File: src/rtl/expr_vector_sequencer.sv
// rtl/expr_vector_sequencer.sv - LFSR operand sequencer with MISR signature compaction
module expr_vector_sequencer #(
    parameter int          SETTLE_CYC = 2,
    parameter int          CNT_W      = 16,
    parameter logic [59:0] LFSR_TAPS  = 60'hC00_0000_0000_0000,
    parameter logic [89:0] MISR_TAPS  = 90'h3C0_0000_0000_0000_0000_0000
) (
    input  logic             clk,
    input  logic             reset_n,
    input  logic             start,
    input  logic             abort,
    input  logic [59:0]      seed,
    input  logic [CNT_W-1:0] num_vec,
    input  logic [89:0]      exp_sig,
    output logic [59:0]      opnd,
    input  logic [89:0]      y_in,
    output logic             busy,
    output logic             done,
    output logic             pass,
    output logic [89:0]      signature,
    output logic [CNT_W-1:0] vec_cnt
);

    localparam logic [2:0] IDLE    = 3'd0;
    localparam logic [2:0] APPLY   = 3'd1;
    localparam logic [2:0] SETTLE  = 3'd2;
    localparam logic [2:0] CAPTURE = 3'd3;
    localparam logic [2:0] DONE    = 3'd4;

    localparam int SW = (SETTLE_CYC > 1) ? $clog2(SETTLE_CYC) : 1;
    localparam logic [SW-1:0] SETTLE_LAST = SW'(SETTLE_CYC - 1);

    logic [2:0]       state;
    logic [59:0]      lfsr;
    logic [89:0]      misr;
    logic [89:0]      exp_lat;
    logic [CNT_W-1:0] num_lat;
    logic [SW-1:0]    scnt;
    logic             zero_run;
    logic [CNT_W-1:0] cnt_next;

    assign cnt_next  = vec_cnt + CNT_W'(1);
    assign busy      = (state != IDLE);
    assign signature = misr;

    always_ff @(posedge clk or negedge reset_n) begin
        if (!reset_n) begin
            state    <= IDLE;
            lfsr     <= '0;
            misr     <= '0;
            exp_lat  <= '0;
            num_lat  <= '0;
            scnt     <= '0;
            zero_run <= 1'b0;
            opnd     <= '0;
            vec_cnt  <= '0;
            done     <= 1'b0;
            pass     <= 1'b0;
        end else begin
            done <= 1'b0;
            if (abort) begin
                // Abort overrides everything; opnd, signature and vec_cnt keep their values.
                state <= IDLE;
                pass  <= 1'b0;
            end else begin
                case (state)
                    IDLE: begin
                        if (start) begin
                            exp_lat <= exp_sig;
                            pass    <= 1'b0;
                            if (num_vec != '0) begin
                                lfsr     <= (seed == '0) ? 60'd1 : seed;
                                misr     <= '0;
                                vec_cnt  <= '0;
                                num_lat  <= num_vec;
                                zero_run <= 1'b0;
                                state    <= APPLY;
                            end else begin
                                zero_run <= 1'b1;
                                state    <= DONE;
                            end
                        end
                    end
                    APPLY: begin
                        opnd  <= lfsr;
                        scnt  <= '0;
                        state <= SETTLE;
                    end
                    SETTLE: begin
                        if (scnt == SETTLE_LAST) begin
                            state <= CAPTURE;
                        end else begin
                            scnt <= scnt + SW'(1);
                        end
                    end
                    CAPTURE: begin
                        misr    <= {misr[88:0], ^(misr & MISR_TAPS)} ^ y_in;
                        lfsr    <= {lfsr[58:0], ^(lfsr & LFSR_TAPS)};
                        vec_cnt <= cnt_next;
                        state   <= (cnt_next == num_lat) ? DONE : APPLY;
                    end
                    DONE: begin
                        done  <= 1'b1;
                        pass  <= zero_run ? (exp_lat == '0) : (misr == exp_lat);
                        state <= IDLE;
                    end
                    default: state <= IDLE;
                endcase
            end
        end
    end

endmodule
File: config.mk
export PLATFORM = sky130hd
export DESIGN_NAME = expr_vector_sequencer
export DESIGN_NICKNAME = d
export VERILOG_FILES = /design/src/rtl/expr_vector_sequencer.sv
export SDC_FILE = /design/constraint.sdc
export NUM_CORES = 1
export LEC_CHECK = 0
export CAP_MARGIN = 20
export CORE_MARGIN = 2
export CORE_UTILIZATION = 45
export CTS_BUF_LIST = sky130_fd_sc_hd__clkbuf_4 sky130_fd_sc_hd__clkbuf_8
export DETAILED_ROUTE_END_ITERATION = 16
export GPL_ROUTABILITY_DRIVEN = 0
export GPL_TIMING_DRIVEN = 0
export PLACE_DENSITY = 0.82
export SETUP_SLACK_MARGIN = 0.2
export SLEW_MARGIN = 20
export SYNTH_ARGS = -nofsm -noshare
export SYNTH_HDL_FRONTEND = slang
export SYNTH_SLANG_ARGS = --single-unit
File: constraint.sdc
create_clock -name clk -period 1.9 [get_ports clk]
set_input_delay 0.475 -clock clk [delete_from_list [all_inputs] [get_ports clk]]
set_output_delay 0.475 -clock clk [all_outputs]
set_load 0.005 [all_outputs]
==> flow_summary.toml <==
[sta]
layout_setup_ws_ns = -0.322
max_freq_mhz = 450
max_slew_margin_pct = 59.2
setup_viol_count_final = 203
fin_skew_ns = 0.0260
whs_ns = -0.175
setup_tns_ns = -29.77
fin_crit_sh_pct = 117
hold_violations = 69
layout_min_cycle_time_ns = 2.22
rsz0062_at_grt = "yes"
tightestPinTransition_ns = 0.612
drv_slew = 0

[drt]
vias = 15200
drc = 0
wl_mm = 65.3
dr.pass1.iters = 7
routedWlPerCell_um = 25.7
via_per_inst = 5.98
ant_nets = 0
drt_iter0_markers = 1286

[finish]
final_cells = 2537
seq_area_sq_um = 8590
syn2layout_area_growth_pct = 58.1
fillers = 2160
drive_above_1_share_pct = 35.6
nets = 2284
multi_input_area_sq_um = 7510
finish.utilization_pct = 72.3

[setup_path]
critPathKind = "flop to flop"
cp_data_arrival_time_ns = 2.67
cp-start-kind = "flop"
crit_fanout = 8
endpoint_kind = "flop"
required_ns = 2.35

[yosys]
ys_types = 57
synth_edf_count = 0
synth_adder_area_share_pct = 0.0790
synth_mux_area_share_pct = 12.2
synthMostInstantiatedCell = "dfrtp_1"
synthSimpleGateAreaFrac_pct = 11.4
synth_top_family_by_area = "multiplexers"
syn_inst = 1351
ys_ff_latch = 339
syn_nets = 1612
syn_avg_cell_area_sq_um = 11.7
synth-main-ff-cell = "dfrtp_1"
netlist_top_cells_count = "339 x dfrtp_1, 168 x mux2_2, 140 x xnor2_1"
synth_compound_area_share_pct = 10.7
synth_area_leaders = "dfrtp_1 54%, mux2_2 12%, xnor2_1 7.7%"
synth_top_area_cell = "dfrtp_1"
async_flop_share_pct = 100
synth_area_sq_um = 15800
synth_top_area_share_pct = 53.5
synth-xor-area-share_pct = 9.12
yosysWarnings = 0
ys_seq_area_share_pct = 53.5

[global_routing]
grt_util_met3_pct = 6.32
grt_max_degree = 104
grt_pass1_vias = 14500
met1_usage_pct = 42.0
grtUsageMet2_pct = 51.6
overflow = 0
busiest_layer = "met2"
grt_pass1_wl_mm = 88.4
grt_usage_pct = 32.2
antenna_found_initial = 18

[clock_tree]
cts_tree = "built"
root_buffer = "clkbuf_8"
clock_latency_ns = 0.61
clockBufferDepth = 3
numCtsBuffers = 58
htree_levels = 2
clk_pin_slew_worst_paths_ns = 0.07
cts.sinks = 339

[run]
drv_cap = 0

[min_path]
hold_class = "input pin to async pin"

[die]
start_util_pct = 45.8
core_region_area_sq_um = 34600
die_area_sq_um = 36700
ios = 429
rows = 68
die_h_um = 192
die_x_um = 192

[power_and_ir_drop]
power_leakage_nw = 12.1
p_per_area_nw_per_um2 = 1230
ir_drop_v = 0.000614
power.total_mw = 30.9

[placement]
hpwlAfterDp_mm = 42.4
port_buffers = 428
place_inst = 2237

[run_status]
status = "finished with violations"
violations = "hold timing, setup timing"
==> metal layers <==
metal	vias up	part of all wire, %
li1	6316	-
met1	7467	37
met2	1062	47
met3	317	8.9
met4	8	7.0
met5	-	0.086
==> sequential cells by signal, indices dropped and copies added (netlist names), 3 cells and up <==
name	cells
exp_lat	90
signature	90
lfsr	60
opnd	60
num_lat	16
vec_cnt	16
state	3
==> kinds of logic (layout without fill, tap and decap cells) <==
| logic type | after synthesis | after routing |
|---|---|---|
| flip-flops | 339 | 339 |
| adder cells (fa/ha/maj) | 1 | 1 |
| AO/OA/AOI/OAI | 241 | 241 |
| multiplexers | 172 | 172 |
| AND/OR/NAND/NOR | 324 | 324 |
| buffers and inverters | 109 | 826 |
| other | 0 | 14 |
| XOR/XNOR | 165 | 165 |
==> final timing paths <==
kind                              from            end  slack [ns]  cells after the start
max                         vec_cnt[2]       state[0]       -0.32                      7
min                            reset_n  signature[35]       -0.17                      1
max reg2reg                 vec_cnt[2]       state[0]       -0.32                      7
min reg2reg                   opnd[55]       opnd[55]        0.50                      1
max in group asynchronous      reset_n       lfsr[38]        0.76                      3
min in group clk           num_vec[14]    num_lat[14]        0.25                      2
==> power breakdown <==
group	total, mW	leakage [nW]	switching (mW)	internal [mW]
logic	11.5	7.31	4.74	6.78
registers	12.4	4.15	2.67	9.77
clock network	6.95	0.656	3.13	3.82
total	30.9	12.1	10.5	20.4
==> through the flow <==
step	instance area, sq um	hold slack (ns)	worst slack (ns)
after floorplan	16100	0.179	-0.0744
after global placement	20900	0.467	-15.36
after detailed placement	21000	0.478	-1.46
after CTS	23600	-0.146	-0.212
after global routing	25000	-0.127	-0.388
final	25000	-0.175	-0.322
==> cell usage in the layout, fill, tap and decap left out, drive strengths merged, types with 3 or more instances in the layout <==
cell type / count
dfrtp: 339
buf: 276
clkdlybuf4s50: 242
mux2: 168
xnor2: 140
clkbuf: 138
o21ai: 105
nand2: 92
dlymetal6s2s: 89
and3: 63
a221o: 57
nor4: 53
dlygate4sd2: 32
inv: 31
nor2b: 28
xor2: 25
o22ai: 24
nand4: 23
diode: 14
nor2: 14
nand3: 12
clkinv: 11
nand2b: 11
nor3: 10
a31oi: 9
a2111o: 8
a21oi: 8
clkdlybuf4s15: 5
mux2i: 4
or3: 4
and4: 4
o2111ai: 3
o31ai: 3
o41ai: 3
and2: 3
a2111oi: 3
==> worst max-delay path, cell delays in order (launching register included) <==
cell and delay [ns]:
dfrtp_1 0.39, buf_6 0.16, and4_4 0.27, and4_1 0.19
o211ai_1 0.11, a2111o_1 0.45, nor4_4 0.36, a41oi_2 0.16
==> layout make-up <==
cell class | instances | share of cell area (%)
flip-flops and latches | 339 | 34.3
multi-input cells | 903 | 30.0
repair buffers | 612 | 24.9
clock buffers | 92 | 4.58
plain buffers | 78 | 3.11
well taps | 455 | 2.27
inverters | 31 | 0.465
clock inverters | 13 | 0.280
diodes | 14 | 0.140
==> timing repair <==
| action | CTS | global route |
|---|---|---|
| setup buffers | 88 | 76 |
| gates resized for setup | 478 | 245 |
| endpoints found under the setup margin | 505 | 477 |
| gates cloned | 11 | 6 |
| hold endpoints to repair | 69 | 69 |
| pin swaps | 11 | 22 |
Note: power is estimated with default switching activity, not from simulation.
